## config.mk

```make
export PLATFORM = sky130hd
export DESIGN_NAME = alu32_mul_seq
export DESIGN_NICKNAME = d
export VERILOG_FILES = /design/src/rtl/alu32_mul_seq.sv
export SDC_FILE = /design/constraint.sdc
export NUM_CORES = 1
export LEC_CHECK = 0
export BUFFER_PORTS_ARGS = -buffer_cell sky130_fd_sc_hd__buf_4
export CAP_MARGIN = 20
export CORE_UTILIZATION = 35
export DETAILED_ROUTE_END_ITERATION = 8
export GPL_TIMING_DRIVEN = 0
export PLACE_DENSITY_LB_ADDON = 0.05
export SKIP_LAST_GASP = 1
export SLEW_MARGIN = 20
export SYNTH_ARGS = -nofsm -noshare
export SYNTH_HDL_FRONTEND = slang
export SYNTH_SLANG_ARGS = --single-unit
```

## constraint.sdc

```tcl
create_clock -name clk -period 1.66 [get_ports clk]
set_clock_uncertainty 0.15 [all_clocks]
set_input_delay 0.249 -clock clk [delete_from_list [all_inputs] [get_ports clk]]
set_output_delay 0.249 -clock clk [all_outputs]
set_load 0.01 [all_outputs]
```

## src/rtl/alu32_mul_seq.sv

```systemverilog
`default_nettype none
// =============================================================================
// Module      : alu32_mul_seq
// Description : Unsigned 32x32->64 shift-add multiplier sequencer that borrows
//               an external alu32 as its adder for 32 fixed iterations.
// Revision    : 1.0 - initial release
// =============================================================================
module alu32_mul_seq #(
   parameter logic [3:0] OP_ADD  = 4'b0010,
   parameter logic [3:0] OP_IDLE = 4'b0000
) (
   input  logic        clk,
   input  logic        rst_n,
   input  logic        start,
   input  logic [31:0] multiplicand,
   input  logic [31:0] multiplier,
   output logic        busy,
   output logic        done,
   output logic [63:0] product,
   output logic [31:0] alu_a,
   output logic [31:0] alu_b,
   output logic [3:0]  alu_op,
   input  logic [31:0] alu_result,
   input  logic        alu_cout
);

   typedef enum logic [1:0] {
      S_IDLE = 2'd0,
      S_RUN  = 2'd1,
      S_DONE = 2'd2
   } state_t;

   localparam logic [4:0] c_LAST_ITER = 5'd31;

   state_t      r_state;
   logic [31:0] r_acc_hi;
   logic [31:0] r_acc_lo;
   logic [31:0] r_m;
   logic [4:0]  r_cnt;

   always_ff @(posedge clk or negedge rst_n) begin
      if (!rst_n) begin
         r_state  <= S_IDLE;
         r_acc_hi <= 32'd0;
         r_acc_lo <= 32'd0;
         r_m      <= 32'd0;
         r_cnt    <= 5'd0;
      end else begin
         case (r_state)
            S_IDLE: begin
               if (start) begin
                  r_m      <= multiplicand;
                  r_acc_lo <= multiplier;
                  r_acc_hi <= 32'd0;
                  r_cnt    <= 5'd0;
                  r_state  <= S_RUN;
               end
            end
            S_RUN: begin
               // The ALU carry becomes the new top bit; the sum then shifts right by one.
               {r_acc_hi, r_acc_lo} <= {alu_cout, alu_result, r_acc_lo[31:1]};
               r_cnt                <= r_cnt + 5'd1;
               if (r_cnt == c_LAST_ITER) begin
                  r_state <= S_DONE;
               end
            end
            S_DONE: begin
               r_state <= S_IDLE;
            end
            default: begin
               r_state <= S_IDLE;
            end
         endcase
      end
   end

   always_comb begin
      alu_a  = 32'd0;
      alu_b  = 32'd0;
      alu_op = OP_IDLE;
      if (r_state == S_RUN) begin
         alu_a  = r_acc_hi;
         alu_b  = r_acc_lo[0] ? r_m : 32'd0;
         alu_op = OP_ADD;
      end
   end

   assign busy    = (r_state == S_RUN);
   assign done    = (r_state == S_DONE);
   assign product = {r_acc_hi, r_acc_lo};

endmodule
`default_nettype wire

```

== After elaboration in Yosys (flattened, before gate mapping) ==
Cells that the tools add are included.

* Bits in registers: 103
* Latch bits: 0
* RAM bits: 0
* ROM bits: 0
* Output and inout port bits: 134
* Memories kept: 0

* $add $sub $neg: 1
* Multipliers: 0
* Divide/modulo/power cells: 0
* Magnitude comparators: 0
* Equal/unequal tests: 5
* Shifts and indexed selects: 0
* Mux-type cells: 13
* Bitwise operators: 0
* Reduce and logical (&&, ||, !) cells: 5

{| class="wikitable"
|+ Operators with widths
! kind !! number
|-
| $mux W32 || 5
|-
| $pmux W32 S2 || 2
|-
| $pmux W5 S2 || 1
|-
| $mux W2 || 3
|-
| $reduce_and A2 Y1 || 3
|-
| $add A5 B1 Y5 const B || 1
|-
| $eq A5 B5 Y1 const B || 1
|-
| $mux W5 || 1
|-
| $pmux W2 S2 || 1
|-
| $eq A2 B1 Y1 const B || 1
|-
| $eq A2 B2 Y1 const B || 1
|-
| $logic_not A2 Y1 || 1
|-
| $ne A2 B1 Y1 const B || 1
|-
| $ne A2 B2 Y1 const B || 1
|-
| $reduce_bool A2 Y1 || 1
|}

== Longest topological paths before layout ==
Gate-level depths: netlist (run 1).

* Depth after elaboration: 3
* Mapped depth: 7
* Depth with buffers taken out: 4

== Least setup slack after synthesis (run 1) ==
Ideal clock, no wire load.

* Kind: register to output
* Start point: register r_state[1]
* End point: output port alu_a[10]
* Arrival: 1216 ps
* Slack: 45 ps
* Stages on the path, launching flop included: 7
* Cells stage by stage: dfrtp_1 > buf_4 > nand2b_4 > inv_2 > buf_2 > clkbuf_1 > and2_1

* Cells in the longest elaborated chain, start to end: 2

{| class="wikitable"
|+ RTL lines
! element !! line !! source
|-
| start: declaration || 35 || <nowiki>state_t r_state;</nowiki>
|-
| start signal: assignment || 43 || <nowiki>r_state <= S_IDLE;</nowiki>
|-
| start signal: assignment || 56 || <nowiki>r_state <= S_RUN;</nowiki>
|-
| start signal: assignment || 64 || <nowiki>r_state <= S_DONE;</nowiki>
|-
| $eq A2 B1 Y1 || 81 || <nowiki>if (r_state == S_RUN) begin</nowiki>
|-
| $mux W32 || 81 ||
|-
| end: declaration || 20 || <nowiki>output logic [31:0] alu_a,</nowiki>
|}

Every way passes these cells.

== Worst setup path after layout (run 1) ==
* Start point: register r_state[1]
* End point: output port alu_b[19]

* Cells in the longest elaborated chain, start to end: 2

{| class="wikitable"
|+ RTL lines
! element !! line !! source
|-
| $eq A2 B1 Y1 || 81 ||
|-
| $mux W32 || 81 ||
|-
| end: declaration || 21 || <nowiki>output logic [31:0] alu_b,</nowiki>
|}

Every way passes these cells.

==> results of run 1 <==
-- worst min path at each step --
stage	slack (ns)	endpoint	cells after the start	startpoint
5_1_grt	0.02	r_acc_lo[28]$_DFFE_PN0P_	3	multiplier[28]
3_5_place_dp	0.30	r_m[10]$_DFFE_PN0P_	1	rst_n
4_1_cts	0.004	r_acc_lo[29]$_DFFE_PN0P_	3	multiplier[29]
3_3_place_gp	0.31	r_m[26]$_DFFE_PN0P_	1	r_m[26]$_DFFE_PN0P_
2_1_floorplan	-0.20	r_acc_hi[0]$_DFFE_PN0P_	0	rst_n
6_report	0.01	r_acc_lo[10]$_DFFE_PN0P_	3	multiplier[10]
-- layout make-up --
cell class                 instances  area [um^2]  area share [%]
timing repair buffer             337         3130            35.6
tap                              172          215            2.44
clock buffer                      13          270            3.07
clock inverter                     3         40.0           0.454
multi-input combinational        255         2120            24.1
buffer                            38          442            5.01
sequential                       103         2580            29.3
inverter                           2         12.5           0.142
-- metrics by stage --
step                hold WS, ns  utilization, %  std cells  instance area (um^2)
floorplan                -0.197               -        401                  4620
CTS                     0.00363            65.2        917                  8290
global placement          0.310            51.5        803                  6560
finish                   0.0130            69.3        923                  8810
detailed placement        0.296            51.6        803                  6560
global route             0.0191            69.3        923                  8810
-- layer usage --
layer / share of wire, % / global-route usage [%]
met4: 0.89 / 5.99
met2: 50 / 37.0
met3: 7.2 / 6.59
met5: 0 / 0
met1: 42 / 28.0
-- cell usage after synthesis (8+ instances only) --
library cell	count	share of area, %
dfrtp_1	103	56
a22o_1	34	6.5
and2_1	33	4.5
and3_1	33	4.5
o21ai_0	31	3.4
a22oi_1	30	4.9
nand2_1	28	2.3
mux2_2	26	6.4
buf_2	15	1.6
clkbuf_1	12	0.98
nor2b_1	9	1.2
a21oi_1	8	0.87
-- cells by family after synthesis --
logic type | count (synthesis) | share of synthesized area [%]
other | 1 | 0.0814
buffers and inverters | 43 | 5.21
flip-flops | 103 | 55.9
multiplexers | 35 | 8.47
adder cells (fa/ha/maj) | 2 | 0.543
AND/OR/NAND/NOR | 108 | 13.6
AO/OA/AOI/OAI | 107 | 16.1
-- power by group --
part | switching, uW | internal (uW)
combinational | 3710 | 5710
sequential | 901 | 3640
clock | 937 | 1290
total | 5550 | 10600
-- worst min-delay path, delay by kind of cell --
kind | cells | cell delay (ns)
buffers and inverters | 1 | 0.08
AO/OA/AOI/OAI | 2 | 0.14
-- what timing repair did --
action	CTS	global route
setup endpoints to repair	117	168
hold buffers	65	0
gates cloned	9	7
resized for setup	121	136
endpoints found under the hold margin	167	0
pin swaps	4	2
setup buffers	24	6
-- sequential cells by signal, indices dropped and copies added (netlist names) --
| register | flops |
|---|---|
| r_state | 2 |
| r_acc_lo | 32 |
| r_m | 32 |
| r_acc_hi | 32 |
| r_cnt | 5 |
==> impl_metrics.toml, run 1 <==
[outcome]
status = "finished, violations left"
violations = "setup timing"

[sta]
setup_tns_ns = -23.31
rsz0062_at_grt = "yes"
tightest_slew_ns = 0.960
drv_slew = 0
final.period_utilization_pct = 118
setup_ws_ns = -0.291
setup_viol = 133
fmax_ghz = 0.513
relSlewSlack_pct = 36.0
hold_violations = 0
period_needed_ns = 1.95

[pwr]
p_total_uw = 16200
p_leak_uw = 0.00426
ir_drop_mv = 1.16
power_density_mw_per_mm2 = 1840

[routing]
vias = 4529
via_per_inst = 4.91
routed_wl_um = 15700
drtIter0Drc = 215
detail_route.first_pass.iterations = 4
wire_per_inst_um = 17.0
drtAntennaViolNets = 0
drc_errors = 0

[worst_setup_path]
reg2regPathDepth = 8
worstSetupStartpoint = "r_state[1]$_DFFE_PN0P_"
crit_cells = 6
required_ns = 1.26
r2r-end = "r_m[24]$_DFFE_PN0P_"
cpPeakStageDelay_ns = 0.39
critical_path_arrival_ns = 1.55
crit_family = "buffers and inverters"
worstSetupEndpointType = "output port"
rrSetupSlack_ns = -0.22
critPathSlowestCell = "dfrtp_1"
r2r_start = "r_state[1]$_DFFE_PN0P_"
cp_max_fo = 7
worst_setup_path_start_kind = "flop"
cp_num_buf_inv = 4
worstSetupPathType = "flop to output port"
path_cells = "nand2b_4 -> inv_6 -> buf_12 -> clkbuf_16 -> and3_1 -> buf_4"
endpoint = "alu_b[19]"

[synth]
synth_area_mm2 = 0.00461
synth_ff_type = "dfrtp_1"
yosysSeqAreaShare_pct = 55.9
synth_edf_count = 0
synth_cell_type_count = 28
synthCells = 399
yosys_warnings = 0
ys_async_sr_fraction_pct = 100
ys_ff_latch = 103
post_synth.cell_area_avg_um2 = 11.5

[grt]
grt_overflow = 0
antenna_found_initial = 0
grt_pass1_vias = 4470
grt_usage_pct = 22.2
grt_max_degree = 104
grt_pass1_wl_um = 22900

[layout]
final_cell_mix = "buf_4, dfrtp_1, dlygate4sd3_1"
num_antenna_cells = 0
drive_gt1_share_pct = 54.5
syn_to_final_growth_pct = 91.2
layout_commonest_cell = "buf_4"
nNetsFinal = 848
fill_cells = 946

[hold_path]
hold_class = "primary input to flop"

[clock_network]
clk_pin_slew_ns = 0.07
cts_made_buffers = 9
clk_latency_ns = 0.35
cts.sinks = 103
htree_levels = 3
cts-root-buf = "clkbuf_16"
cts_tree = "yes"
cts.path.max_buffers = 2

[floorplanning]
initial_utilization_pct = 36.2
die_area_mm2 = 0.0136
rows = 41
dieWidth_um = 117
core-area_mm2 = 0.0127
die_h_um = 117
io_pins = 234

[placed_design]
gp_congestion = 0.738
dp_hpwl_um = 9360
port_buffers = 230
preCtsSetupSlack_ns = -0.309

[job]
cap_viol_max_count = 0
No activity file was read; power rests on OpenSTA's default activity.
==> inputs of run 2 (changes only) <==
--- a/config.mk
+++ b/config.mk
@@ -9,7 +9,6 @@
 export CAP_MARGIN = 20
 export CORE_UTILIZATION = 35
 export DETAILED_ROUTE_END_ITERATION = 8
-export GPL_TIMING_DRIVEN = 0
 export PLACE_DENSITY_LB_ADDON = 0.05
 export SKIP_LAST_GASP = 1
 export SLEW_MARGIN = 20
==> run 2 against run 1 <==
  * The run still ends with setup timing left
  * Fmax is essentially flat
  * Core utilization shrank 1.7 points
  * Worst hold slack better by 0.024 ns
  * Largest power group unchanged
  * Sequential cell count is the same
  * Count of clock-buffer cells in the layout shrank 4
  * Wire length up 2.6%
  * Global-route usage decreased by 0.88 points
  * Final cell count down 1.8%
  * Sequential power fell by 1%
==> impl_metrics.toml, run 2 (synthesis gave the netlist of run 1 again) <==
[outcome]
status = "finished, violations left"
violations = "setup timing"

[worst_setup_path]
endpoint = "alu_a[1]"
worstSetupStartpoint = "r_state[0]$_DFFE_PN0P_"
worstSetupEndpointType = "output port"
required_ns = 1.26
r2r-end = "r_m[19]$_DFFE_PN0P_"
worstSetupPathType = "flop to output port"
reg2regPathDepth = 7
rrSetupSlack_ns = -0.17
r2r_start = "r_state[1]$_DFFE_PN0P_"
cp_max_fo = 8
critical_path_arrival_ns = 1.55
worst_setup_path_start_kind = "flop"

[sta]
drv_slew = 0
setup_ws_ns = -0.290
fmax_ghz = 0.513
hold_violations = 0
setup_viol = 122
rsz0062_at_grt = "yes"
final.period_utilization_pct = 117
period_needed_ns = 1.95

[pwr]
ir_drop_mv = 0.881
power_density_mw_per_mm2 = 1890
p_total_uw = 16200
p_leak_uw = 0.00416

[clock_network]
clk_latency_ns = 0.34
cts_tree = "yes"
cts.path.max_buffers = 2
cts-root-buf = "clkbuf_16"
clk_pin_slew_ns = 0.07
cts.sinks = 103
htree_levels = 3
cts_made_buffers = 9

[grt]
grt_pass1_wl_um = 22100
grt_max_degree = 66
grt_usage_pct = 21.3
grt_overflow = 0
antenna_found_initial = 0
grt_pass1_vias = 4257

[placed_design]
place_inst = 782
gp_congestion = 0.737
dp_hpwl_um = 8590
port_buffers = 230

[routing]
routed_wl_um = 16100
drtIter0Drc = 250
detail_route.first_pass.iterations = 4
via_per_inst = 4.95
drtAntennaViolNets = 0
drc_errors = 0
vias = 4487
wire_per_inst_um = 17.8

[layout]
layout_commonest_cell = "buf_4"
instances_no_fill = 906
nNetsFinal = 832
drive_gt1_share_pct = 52.7
syn_to_final_growth_pct = 86.5
num_antenna_cells = 0
top_regs = "r_acc_hi (32), r_acc_lo (32), r_m (32)"
final_cell_mix = "buf_4, dfrtp_1, dlygate4sd3_1"

[floorplanning]
die_h_um = 117
die_area_mm2 = 0.0136
core-area_mm2 = 0.0127
io_pins = 234
dieWidth_um = 117
rows = 41
initial_utilization_pct = 36.2

[job]
cap_viol_max_count = 0

[hold_path]
hold_class = "primary input to flop"
-- run 2: stage by stage --
stage                     hold slack, ns  util (%)  setup TNS [ns]  cell area, um^2  setup WS, ns
after floorplan                   -0.197         -               0             4620        0.0454
after global placement            0.0992      51.6               0             6560        0.0901
after detailed placement          0.0975      51.6               0             6560        0.0176
after CTS                         0.0263      63.8          -22.31             8110        -0.295
after global routing              0.0263      67.5          -28.50             8590        -0.350
final                             0.0371      67.5          -21.37             8590        -0.290
-- run 2: timing repair --
item / in CTS / in global routing
pin swaps: 13 / 11
endpoints found under the setup margin: 67 / 161
setup buffers: 13 / 14
gates cloned: 7 / 12
endpoints found under the hold margin: 167 / 0
hold buffers: 65 / 0
resized for setup: 60 / 78
-- run 2: power by group --
| part | total [uW] | switching [uW] | internal, uW |
|---|---|---|---|
| Clock | 2560 | 939 | 1620 |
| Sequential | 4490 | 848 | 3650 |
| Combinational | 9150 | 3690 | 5460 |
-- run 2: how the worst min path moves through the flow --
stage	slack, ns	cells after the start	startpoint	endpoint
finish	0.04	3	multiplier[27]	r_acc_lo[27]$_DFFE_PN0P_
global route	0.03	3	multiplier[30]	r_acc_lo[30]$_DFFE_PN0P_
CTS	0.03	3	multiplier[25]	r_acc_lo[25]$_DFFE_PN0P_
detailed placement	0.1	2	rst_n	r_acc_hi[27]$_DFFE_PN0P_
global placement	0.1	2	rst_n	r_acc_hi[27]$_DFFE_PN0P_
floorplan	-0.20	0	rst_n	r_acc_hi[0]$_DFFE_PN0P_
-- run 2: cell type report --
class / count / area, um^2
Inverter: 2 / 15.0
Clock inverter: 6 / 134
Timing Repair Buffer: 357 / 3400
Clock buffer: 9 / 225
Multi-Input combinational cell: 257 / 2030
Sequential cell: 103 / 2580
Tap cell: 172 / 215
Fill cell: 941 / 4130
-- run 2: metal layers --
layer / vias to the layer above / wire length, um / global-route usage, %
li1: 2089 / - / -
met1: 2230 / 6800 / 26.8
met2: 158 / 8270 / 36.2
met3: 10 / 941 / 5.09
met4: 0 / 138 / 6.58
met5: - / 0 / 0
-- run 2: worst max-delay path, cell delays in order, from the launching register on --
cell	delay [ns]
dfrtp_2	0.42
nand2b_4	0.11
inv_8	0.04
buf_12	0.12
buf_12	0.12
buf_16	0.13
and2_4	0.15
buf_6	0.11
==> inputs of run 3 (changes only) <==
--- a/config.mk
+++ b/config.mk
@@ -5,13 +5,14 @@
 export SDC_FILE = /design/constraint.sdc
 export NUM_CORES = 1
 export LEC_CHECK = 0
+export ABC_AREA = 1
 export BUFFER_PORTS_ARGS = -buffer_cell sky130_fd_sc_hd__buf_4
 export CAP_MARGIN = 20
 export CORE_UTILIZATION = 35
 export DETAILED_ROUTE_END_ITERATION = 8
 export PLACE_DENSITY_LB_ADDON = 0.05
 export SKIP_LAST_GASP = 1
-export SLEW_MARGIN = 20
+export SLEW_MARGIN = 25
 export SYNTH_ARGS = -nofsm -noshare
 export SYNTH_HDL_FRONTEND = slang
 export SYNTH_SLANG_ARGS = --single-unit
==> run 3 against run 2 <==
  * Synthesized cell count grew 50%
  * Clock power shrank 16%
  * Count of clock-buffer cells in the layout grew 1
  * Worst setup slack gained 0.14 ns
  * Area after synthesis grew 0.92%
  * First-iteration DRC count grew 26%
  * Total power shrank 20%
  * Sequential share of layout area grew 1.2 points
  * The run still ends with setup timing left
  * Fmax grew 7.6%
==> impl_metrics.toml, run 3 <==
[outcome]
status = "finished, violations left"
violations = "setup timing"

[worst_setup_path]
cp_max_fo = 42
worstSetupEndpointType = "output port"
worst_setup_path_start_kind = "flop"
critical_path_arrival_ns = 1.41
required_ns = 1.26
worstSetupPathType = "flop to output port"

[clock_network]
cts-root-buf = "clkbuf_16"
cts.path.max_buffers = 2
cts_made_buffers = 9
cts_tree = "yes"
htree_levels = 3
cts.sinks = 103
clk_pin_slew_ns = 0.07
clk_latency_ns = 0.34

[layout]
top_regs = "r_acc_hi (32), r_acc_lo (32), r_m (32)"
fill_cells = 1029
instances_no_fill = 1103
layout_commonest_cell = "nand2_1"
num_antenna_cells = 0
regArea_mm2 = 0.00258
multi_input_area_mm2 = 0.00190
final_cell_mix = "nand2_1, buf_4, dfrtp_1"
syn_to_final_growth_pct = 77.9
drive_gt1_share_pct = 33.5
nNetsFinal = 1028

[grt]
grt_overflow = 0
grt_usage_pct = 22.3
antenna_found_initial = 0
grt_pass1_vias = 4813
grt_pass1_wl_um = 23400
grt_max_degree = 43

[routing]
drtAntennaViolNets = 0
routed_wl_um = 15300
drc_errors = 0
wire_per_inst_um = 13.9
via_per_inst = 4.61
detail_route.first_pass.iterations = 4
drtIter0Drc = 315
vias = 5085

[synth]
ys_ff_latch = 103
synth_area_mm2 = 0.00465
synth_cell_type_count = 16
post_synth.cell_area_avg_um2 = 7.75
synthCells = 600
yosys-top-cells-area = "dfrtp_1, nand2_1, nand3_1"
ys_async_sr_fraction_pct = 100
yosysSeqAreaShare_pct = 55.4
yosys_warnings = 0
synth_top_cell_area_share_pct = 55.4
synth_common_cells = "nand2_1, dfrtp_1, nand3_1"
synth_edf_count = 0
synth_ff_type = "dfrtp_1"
synth.most_common_cell = "nand2_1"
yosysTopAreaCell = "dfrtp_1"

[sta]
period_needed_ns = 1.81
fmax_ghz = 0.552
rsz0062_at_grt = "yes"
holdWs_ns = 0.0663
hold_violations = 0
setup_tns_ns = -6.90
setup_ws_ns = -0.153
setup_viol = 64
drv_slew = 0
final.period_utilization_pct = 109

[pwr]
ir_drop_mv = 0.750
p_total_uw = 12900
power_density_mw_per_mm2 = 1560
p_leak_uw = 0.00428

[floorplanning]
die_area_mm2 = 0.0138
initial_utilization_pct = 36.4
core-area_mm2 = 0.0128
rows = 41
dieWidth_um = 117
io_pins = 234
die_h_um = 117

[job]
cap_viol_max_count = 0

[placed_design]
port_buffers = 230
preCtsSetupSlack_ns = 0.0795
gp_congestion = 0.750
dp_hpwl_um = 10100
place_inst = 983

[hold_path]
hold_class = "primary input to flop"
==> run 3: cell type report <==
| cell class | instances | area share (%) |
|---|---|---|
| multi-input cells | 418 | 23.0 |
| flip-flops and latches | 103 | 31.2 |
| clock inverters | 6 | 0.726 |
| well taps | 172 | 2.60 |
| repair buffers | 355 | 37.8 |
| inverters | 39 | 1.80 |
| clock buffers | 10 | 2.89 |
==> run 3: through the flow <==
stage,utilization [%],instance area [um^2]
after detailed placement,52.2,6670
after global placement,52.2,6670
after floorplan,-,4660
final,64.8,8270
after CTS,64.1,8180
after global routing,64.8,8270
==> run 3: report_power, final <==
group	leakage (uW)	switching [uW]	total, uW	internal (uW)
logic	0.00287	3320	6460	3150
clock network	0.000144	933	2140	1200
registers	0.00126	733	4290	3560
==> run 3: kinds of logic after synthesis <==
family | share of synthesized area, %
fa+ha+maj | 0.538
other cells | 0.0806
compound gates | 3.77
simple gates | 32.6
buf+inv | 7.64
flops | 55.4
==> run 3: what timing repair did <==
item / CTS / global route
hold buffers: 96 / 0
setup buffers: 6 / 0
endpoints found under the setup margin: 63 / 107
gates resized for setup: 42 / 27
cloned: 2 / 0
hold endpoints to repair: 172 / 0
pin swaps: 1 / 0
==> run 3: routing by layer <==
layer / global-route usage, % / wire length [um]
met3: 3.50 / 904
met1: 28.7 / 6630
met2: 36.8 / 7410
met4: 10.5 / 380
met5: 0 / 0
==> run 3: final timing paths <==
check	from	end	slack, ns	cells after the start
setup / recovery	r_state[0]$_DFFE_PN0P_	alu_a[26]	-0.15	4
max in group asynchronous	rst_n	r_m[19]$_DFFE_PN0P_	0.64	3
hold reg to reg	r_m[10]$_DFFE_PN0P_	r_m[10]$_DFFE_PN0P_	0.32	2
hold / removal	alu_result[0]	r_acc_lo[31]$_DFFE_PN0P_	0.07	5
setup reg to reg	r_state[1]$_DFFE_PN0P_	r_acc_lo[21]$_DFFE_PN0P_	0.08	7
min in group asynchronous	rst_n	r_m[26]$_DFFE_PN0P_	0.19	2
==> run 3: critical path, cell delays in order (launching register included) <==
cell and delay (ns):
dfrtp_2 0.48, nand2_8 0.13, buf_16 0.21, nor2_1 0.07, buf_4 0.15
